<file path="src/rtl/ov5640_dvp_tx.sv">
// ov5640_dvp_tx: OV5640-style DVP transmitter, 24-bit ready/valid pixels out as 3 bytes/pixel with vsync/href framing
//   pclk, rst (async, active high), en (frame start permit, IDLE only)
//   s_tdata/s_tvalid/s_tready/s_tuser(SOF)/s_tlast(EOL) : pixel stream in
//   vsync, href, d[7:0] : registered DVP outputs; underrun, sync_err : one-cycle error pulses
module ov5640_dvp_tx #(
   parameter int H_ACTIVE  = 640,
   parameter int V_ACTIVE  = 480,
   parameter int VSYNC_LEN = 8,
   parameter int V_FRONT   = 16,
   parameter int H_BLANK   = 32,
   parameter int V_BACK    = 16
) (
   input  logic        pclk,
   input  logic        rst,
   input  logic        en,
   input  logic [23:0] s_tdata,
   input  logic        s_tvalid,
   output logic        s_tready,
   input  logic        s_tuser,
   input  logic        s_tlast,
   output logic        vsync,
   output logic        href,
   output logic [7:0]  d,
   output logic        underrun,
   output logic        sync_err
);
   localparam int PW = H_ACTIVE > 1 ? $clog2(H_ACTIVE) : 1;
   localparam int LW = V_ACTIVE > 1 ? $clog2(V_ACTIVE) : 1;
   localparam int M1 = VSYNC_LEN > V_FRONT ? VSYNC_LEN : V_FRONT;
   localparam int M2 = H_BLANK > V_BACK ? H_BLANK : V_BACK;
   localparam int CW = $clog2((M1 > M2 ? M1 : M2) + 1);
   typedef enum logic [2:0] {IDLE, VSYNC, VFRONT, LINE, HBLANK, VBACK} state_t;
   state_t st, st_n;
   logic [CW-1:0] cnt, cnt_n;
   logic [1:0] ph, ph_n;
   logic [PW-1:0] pix, pix_n;
   logic [LW-1:0] line, line_n;
   logic full, h_user, h_last;
   logic [23:0] h_data;
   logic [15:0] sh;
   logic load, consume, err;
   // counters describe the cycle currently on the pins; the *_n values describe the
   // cycle being registered next, so outputs line up with the state they belong to
   always_comb begin
      st_n = st;
      cnt_n = cnt + 1'b1;
      ph_n = ph;
      pix_n = pix;
      line_n = line;
      case (st)
         IDLE: begin
            cnt_n = '0;
            if (full && h_user && en) begin
               st_n = VSYNC;
               line_n = '0;
            end
         end
         VSYNC: if (cnt == CW'(VSYNC_LEN - 1)) begin
            st_n = VFRONT;
            cnt_n = '0;
         end
         VFRONT: if (cnt == CW'(V_FRONT - 1)) st_n = LINE;
         LINE: begin
            cnt_n = '0;
            ph_n = ph == 2'd2 ? 2'd0 : ph + 2'd1;
            if (ph == 2'd2) begin
               pix_n = pix + 1'b1;
               if (pix == PW'(H_ACTIVE - 1)) begin
                  pix_n = '0;
                  if (line == LW'(V_ACTIVE - 1)) st_n = VBACK;
                  else begin
                     st_n = HBLANK;
                     line_n = line + 1'b1;
                  end
               end
            end
         end
         HBLANK: if (cnt == CW'(H_BLANK - 1)) st_n = LINE;
         VBACK: if (cnt == CW'(V_BACK - 1)) st_n = IDLE;
         default: st_n = IDLE;
      endcase
   end
   // a pixel is taken from the holding register whenever byte 0 of a pixel is about to be driven;
   // in IDLE anything that is not a start-of-frame pixel is discarded
   assign load = st_n == LINE && ph_n == 2'd0;
   assign consume = full && (load || (st == IDLE && !h_user));
   assign s_tready = !full || consume;
   assign err = load && full && ((h_last != (pix_n == PW'(H_ACTIVE - 1))) ||
                                 (h_user && !(line_n == '0 && pix_n == '0)));
   always_ff @(posedge pclk or posedge rst) begin
      if (rst) begin
         st <= IDLE;
         cnt <= '0;
         ph <= '0;
         pix <= '0;
         line <= '0;
         full <= 1'b0;
         h_data <= '0;
         h_user <= 1'b0;
         h_last <= 1'b0;
         sh <= '0;
         vsync <= 1'b0;
         href <= 1'b0;
         d <= 8'h00;
         underrun <= 1'b0;
         sync_err <= 1'b0;
      end else begin
         st <= st_n;
         cnt <= cnt_n;
         ph <= ph_n;
         pix <= pix_n;
         line <= line_n;
         if (s_tvalid && s_tready) begin
            full <= 1'b1;
            h_data <= s_tdata;
            h_user <= s_tuser;
            h_last <= s_tlast;
         end else if (consume) full <= 1'b0;
         // an empty register at byte 0 loads zeros so the whole pixel goes out as 00,00,00
         if (load) sh <= full ? h_data[15:0] : 16'h0000;
         vsync <= st_n == VSYNC;
         href <= st_n == LINE;
         d <= st_n != LINE ? 8'h00 : load ? (full ? h_data[23:16] : 8'h00) : ph_n == 2'd1 ? sh[15:8] : sh[7:0];
         underrun <= load && !full;
         sync_err <= err;
      end
   end
endmodule

</file>
<file path="config.mk">
export PLATFORM = sky130hd
export DESIGN_NAME = ov5640_dvp_tx
export DESIGN_NICKNAME = d
export VERILOG_FILES = /design/src/rtl/ov5640_dvp_tx.sv
export SDC_FILE = /design/constraint.sdc
export NUM_CORES = 1
export LEC_CHECK = 0
export CAP_MARGIN = 10
export CORE_MARGIN = 2
export CORE_UTILIZATION = 55
export DETAILED_ROUTE_END_ITERATION = 16
export PLACE_DENSITY = 0.74
export SLEW_MARGIN = 10
export SYNTH_ARGS = -nofsm -noshare
export SYNTH_HDL_FRONTEND = slang
export SYNTH_SLANG_ARGS = --single-unit
</file>
<file path="constraint.sdc">
create_clock -name pclk -period 9.7 [get_ports pclk]
set_clock_uncertainty 0.15 [all_clocks]
set_input_delay 2.91 -clock pclk [delete_from_list [all_inputs] [get_ports pclk]]
set_output_delay 2.91 -clock pclk [all_outputs]
set_load 0.005 [all_outputs]
</file>
==> metrics.txt, run 1 <==
I/O pins=43; warnings from Yosys=0; Initial DRC Count=between 200 and 250; # fillers=621; Area Growth Syn to Fin=14.2%; die area=0.00856 sq mm; critical path type=reg -> out; share of layout cells above drive strength 1=0.139; Worst slew margin=0.316; n_diodes=0; DP Area=~0.0047 sq mm; logic gate share of total power=0.100; Worst-Skew Late Latency=370 ps; Via Count=3121; Async SR Flop Fraction=1.00; initial antenna violation count=0; Cell Area, Synth=approximately 0.0043 sq mm; worst-case reg-to-reg path depth=7; # H-tree levels=3; Nets=around 470; clock period minus worst slack=approximately 6500 ps; CP endpoint kind=output port; row count=32; Place WS=about 3600 ps; TritonCTS Buffers=9; Critical Path AT=3390 ps; post-DR wirelength/cell=15.5 um; Main synth FF type=dfrtp_1; # Max-Cap Violations=0; Final Hold Fails=0; RSZ-0062 raised after global routing=no; final instance area=just under 0.005 sq mm; syn_nets=437; hold_buf cts=0; Worst-Margin Slew=1030 ps; largest net degree at the start of global routing=86; Starting Density=0.564; Root Driver=clkbuf_8; first-pass GRT wire length=14200 um; Die Y=approximately 93 um; setup bufs post-CTS=0; Fmax=155 MHz; Setup WS post-layout=roughly 3200 ps; Hold Crit Depth=1; CTS clk-pin slew, worst paths=approximately 80 ps; Detailed Place HPWL=between 5000 and 6000 um; ratio of total power to cell area=~150 mW/mm^2; die width=92.5 um; register share of total power=0.552; fin. max-slew vios=0; P_sw=around 180 uW; total internal power=roughly 550 uW; Core Area=around 0.0076 sq mm; most frequent cell after synthesis=dfrtp_1; Post-DRT Antenna Nets=0; Post-synth EDFFs=0; Layout Cells excl Fill=540; Period Utilization, post-route=0.665; Post-CTS Resized=0; Congestion Overflow GR=0; worst path required time=approximately 6600 ps; clk buf depth=2; post-synth top area share=0.493; post-synthesis sequential area ratio=0.493; Sw Share=0.245; Yosys top cell by area=dfrtp_1; #FFs+latches synth=85; Synth Instances=between 400 and 500; post-synth cell types=68; clock share of power=0.349; Synth top cells by count=85 x dfrtp_1, 46 x nand2_1, 38 x nor2_1; # port buffers=42; P_leak=roughly 0.0021 uW; clock sinks=85; synth top area cells=dfrtp_1 49%, mux2_4 7.0%, nand2_1 4.0%; CTS tree=yes; WL final=between 8000 and 9000 um; detailed-route vias per instance=~5.8; Sum Neg Setup Slack=0 ps; Critical Path Fanout Max=18; status=complete, no violations; setup violators final=0; GP Congestion=a little over 0.9; detailed-router iteration count before antenna repair=4; DR DRC count=0; VDD IR max=between 0.1 and 0.15 mV; placed cell count=around 530; vias in the first global route=a little under 3000; syn avg cell area=10.7 sq um; total global routing track utilization=0.213; Worst Hold Class=reg -> reg; CP Launch Type=flip-flop
-- worst max-delay path: stages, from the launching register on --
cell	delay (ps)
dfrtp_1	560
nand4_1	340
o31ai_2	410
and2_1	420
or2_1	590
o211ai_4	190
clkdlybuf4s50_1	510
-- final timing paths --
| check | from | to | slack, ps |
|---|---|---|---|
| worst max register to register | pix[3] | h_data[1] | 6090 |
| min in group asynchronous | rst | cnt[4] | 3030 |
| worst max-delay path | pix[3] | s_tready | 3250 |
| worst min-delay path | cnt[0] | cnt[0] | 310 |
| worst min register to register | cnt[0] | cnt[0] | 310 |
| max in group asynchronous | rst | pix[5] | 5720 |
-- logic make-up (layout without fill, tap and decap cells) --
logic type / count (synthesis) / after routing / share of synthesized area
AO/OA/AOI/OAI: 56 / 56 / 0.0955
XOR/XNOR: 15 / 15 / 0.0305
adder cells (fa/ha/maj): 3 / 3 / 0.00871
buffers and inverters: 30 / 64 / 0.0380
flip-flops: 85 / 85 / 0.493
multiplexers: 38 / 38 / 0.114
AND/OR/NAND/NOR: 177 / 177 / 0.220
-- flip-flops by register name (all words and copies together) (netlist names) --
register,cells
vsync,1
href,1
sync_err,1
cnt,6
d,8
st,3
pix,10
h_data,24
sh,16
ph,2
h_user,1
full,1
line,9
h_last,1
underrun,1
-- metrics by stage --
stage                     total power [uW]  hold WS, ps  utilization
after CTS                              727          314        0.644
after floorplan                        446          275            -
final                                  724          306        0.644
after global routing                   755          345        0.644
after global placement                 477          290        0.618
after detailed placement               479          303        0.618
-- cell type report --
| class | count | area (sq um) | area share |
|---|---|---|---|
| Clock buffer | 9 | 124 | 0.0252 |
| Clock inverter | 6 | 70.1 | 0.0142 |
| Inverter | 5 | 20.0 | 0.00407 |
| Multi-Input combinational cell | 289 | 2020 | 0.410 |
| Sequential cell | 85 | 2130 | 0.432 |
| Tap cell | 102 | 128 | 0.0259 |
| Timing Repair Buffer | 44 | 435 | 0.0884 |
-- power groups by stage --
stage	clock (uW)	sequential [uW]	combinational [uW]
after floorplan	0	400	45.2
after global placement	0	405	71.4
after detailed placement	0	406	73.2
after CTS	254	399	73.4
after global routing	271	403	80.4
final	252	399	72.1
-- cell usage in the layout, fill, tap and decap left out, types with 6 or more instances in the layout --
cell type,n
a21oi_1,6
nor2_1,38
o21ai_0,8
dfrtp_1,85
xnor2_1,11
nor3_1,7
a31oi_1,12
clkbuf_8,9
nand3_1,29
clkdlybuf4s50_1,42
nand4_1,6
mux2i_1,11
mux2_4,20
mux2_2,7
nand2_1,46
-- per-layer routing --
| metal | up-vias | GRT usage | wire (um) |
|---|---|---|---|
| li1 | 1509 | - | - |
| met1 | 1513 | 0.315 | 4080 |
| met2 | 86 | 0.311 | 3720 |
| met3 | 13 | 0.0269 | 397 |
| met4 | 0 | 0.108 | 154 |
| met5 | - | 0 | 0 |
Note: power is estimated with default switching activity, not from simulation.
==> run 2: changes to the inputs <==
==> constraint.sdc (replaced) <==
create_clock -name pclk -period 6.49 [get_ports pclk]
set_clock_uncertainty 0.15 [all_clocks]
set_input_delay 1.947 -clock pclk [delete_from_list [all_inputs] [get_ports pclk]]
set_output_delay 1.947 -clock pclk [all_outputs]
set_load 0.005 [all_outputs]
==> run 2 against run 1 <==
  * Utilization barely moved
  * Die area unchanged
  * Critical endpoint unchanged
  * Combinational power grew 50%
==> metrics.txt, run 2 (synthesis gave the netlist of run 1 again) <==
status=complete, no violations; logic gate share of total power=0.101; Die Y=around 93 um; CP Cell Sequence=ha_1 -> nand4b_2 -> o31ai_2 -> and2_1 -> or2_1 -> o211ai_4 -> clkdlybuf4s50_1; CTS tree=yes; clock share of power=0.337; detailed-router iteration count before antenna repair=4; critical path type=reg -> out; CP Launch Type=flip-flop; vias in the first global route=just over 3000; largest registers=h_data (24), sh (16), pix (10); Starting Density=0.564; Period Utilization, post-route=0.854; CTS clk-pin slew, worst paths=90 ps; row count=32; WL final=about 8400 um; RSZ-0062 raised after global routing=no; Nets=467; GP Congestion=0.920; Worst-Margin Slew=approximately 960 ps; Reg2Reg Launch Point=pix[0]; Critical Path Fanout Max=18; Initial DRC Count=about 260; Largest Register=h_data; reg-to-reg endpoint=h_data[1]; Post-CTS Resized=0; ratio of total power to cell area=roughly 220 mW/mm^2; # Max-Cap Violations=0; first-pass GRT wire length=between 10000 and 15000 um; initial antenna violation count=0; worst path required time=4390 ps; Final Hold Fails=0; Post-DRT Antenna Nets=0; total global routing track utilization=0.213; Worst Hold Class=reg -> reg; CP top delay family=simple AND/OR/NAND/NOR gates; # port buffers=42; share of layout cells above drive strength 1=0.141; post-DR wirelength/cell=roughly 16 um; I/O pins=43; fin. max-slew vios=0; detailed-route vias per instance=5.77; Root Driver=clkbuf_8; P_sw=270 uW; CP endpoint kind=output port; Area Growth Syn to Fin=14.3%; die area=around 0.0086 sq mm; Critical Path AT=roughly 3500 ps; # H-tree levels=3; flop-to-flop setup slack=about 2800 ps; Fmax=approximately 180 MHz; commonest non-fill, non-tap cells in the layout=85 x dfrtp_1, 46 x nand2_1, 42 x clkdlybuf4s50_1, 38 x nor2_1, 29 x nand3_1; Detailed Place HPWL=5910 um; clk buf depth=2; TritonCTS Buffers=9; Critical Path Max Stage Delay=620 ps; setup violators final=0; hold_buf cts=0; total power=around 1100 uW; VDD IR max=approximately 0.14 mV; clock period minus worst slack=~5500 ps; largest net degree at the start of global routing=53; Sum Neg Setup Slack=0 ps; DR DRC count=0; Hold Crit Depth=1; Core Area=about 0.0076 sq mm; clock sinks=85; max reg flops=24; register share of total power=0.561; worst path buffer plus inverter count=1; worst-case reg-to-reg path depth=8; n_diodes=0; total internal power=just under 800 uW; Sw Share=0.254; commonest non-fill, non-tap cell in the layout=dfrtp_1; WHS Endpoint=cnt[0]; Via Count=3121; Worst slew margin=0.358; Congestion Overflow GR=0; Slowest-stage cell, CP=or2_1; die width=a little over 90 um; hold path startpoint=cnt[0]; Worst-Skew Late Latency=roughly 350 ps; setup bufs post-CTS=0; P_leak=around 0.0021 uW
-- run 2: layout make-up --
class / instances / area, sq um
well taps: 102 / 128
clock buffers: 10 / 138
inverters: 5 / 20.0
fillers: 593 / 2720
repair buffers: 44 / 435
flip-flops and latches: 85 / 2130
multi-input cells: 289 / 2020
clock inverters: 6 / 57.6
-- run 2: worst register-to-register path: stages (launching register included) --
cell,delay [ps]
dfrtp_1,450
ha_1,260
nand4b_2,220
o31ai_2,410
and2_1,440
or2_1,620
o211ai_4,200
nand2_4,430
mux2_2,390
-- run 2: worst max-delay path by stage --
stage / start / to / slack, ps / cells after the start
5_1_grt: pix[0] / s_tready / 700 / 7
2_1_floorplan: rst / cnt[0] / 2200 / 1
6_report: pix[0] / s_tready / 950 / 7
4_1_cts: pix[0] / s_tready / 940 / 7
3_3_place_gp: st[0] / s_tready / 1440 / 6
3_5_place_dp: st[0] / s_tready / 1380 / 6
-- run 2: power groups by stage --
stage	logic, uW	clock network, uW	registers [uW]
final	108	359	597
after global routing	120	388	602
after CTS	110	365	597
after detailed placement	110	0	607
after global placement	107	0	606
after floorplan	67.5	0	598
-- run 2: layer usage --
layer | vias up | part of all wire | GRT usage
li1 | 1511 | - | -
met1 | 1522 | 0.50 | 0.326
met2 | 76 | 0.45 | 0.311
met3 | 12 | 0.036 | 0.0325
met4 | 0 | 0.014 | 0.0697
met5 | - | 0 | 0
-- run 2: per-stage QoR --
step           worst slack [ps]  hold WS, ps  cell area (sq um)  std cells  utilization
6_report                    947          313               4920        541        0.644
3_3_place_gp               1440          286               4730        525        0.618
5_1_grt                     701          344               4920        541        0.644
4_1_cts                     939          308               4920        541        0.644
3_5_place_dp               1380          296               4730        525        0.618
2_1_floorplan              2200          275               4310        404            -
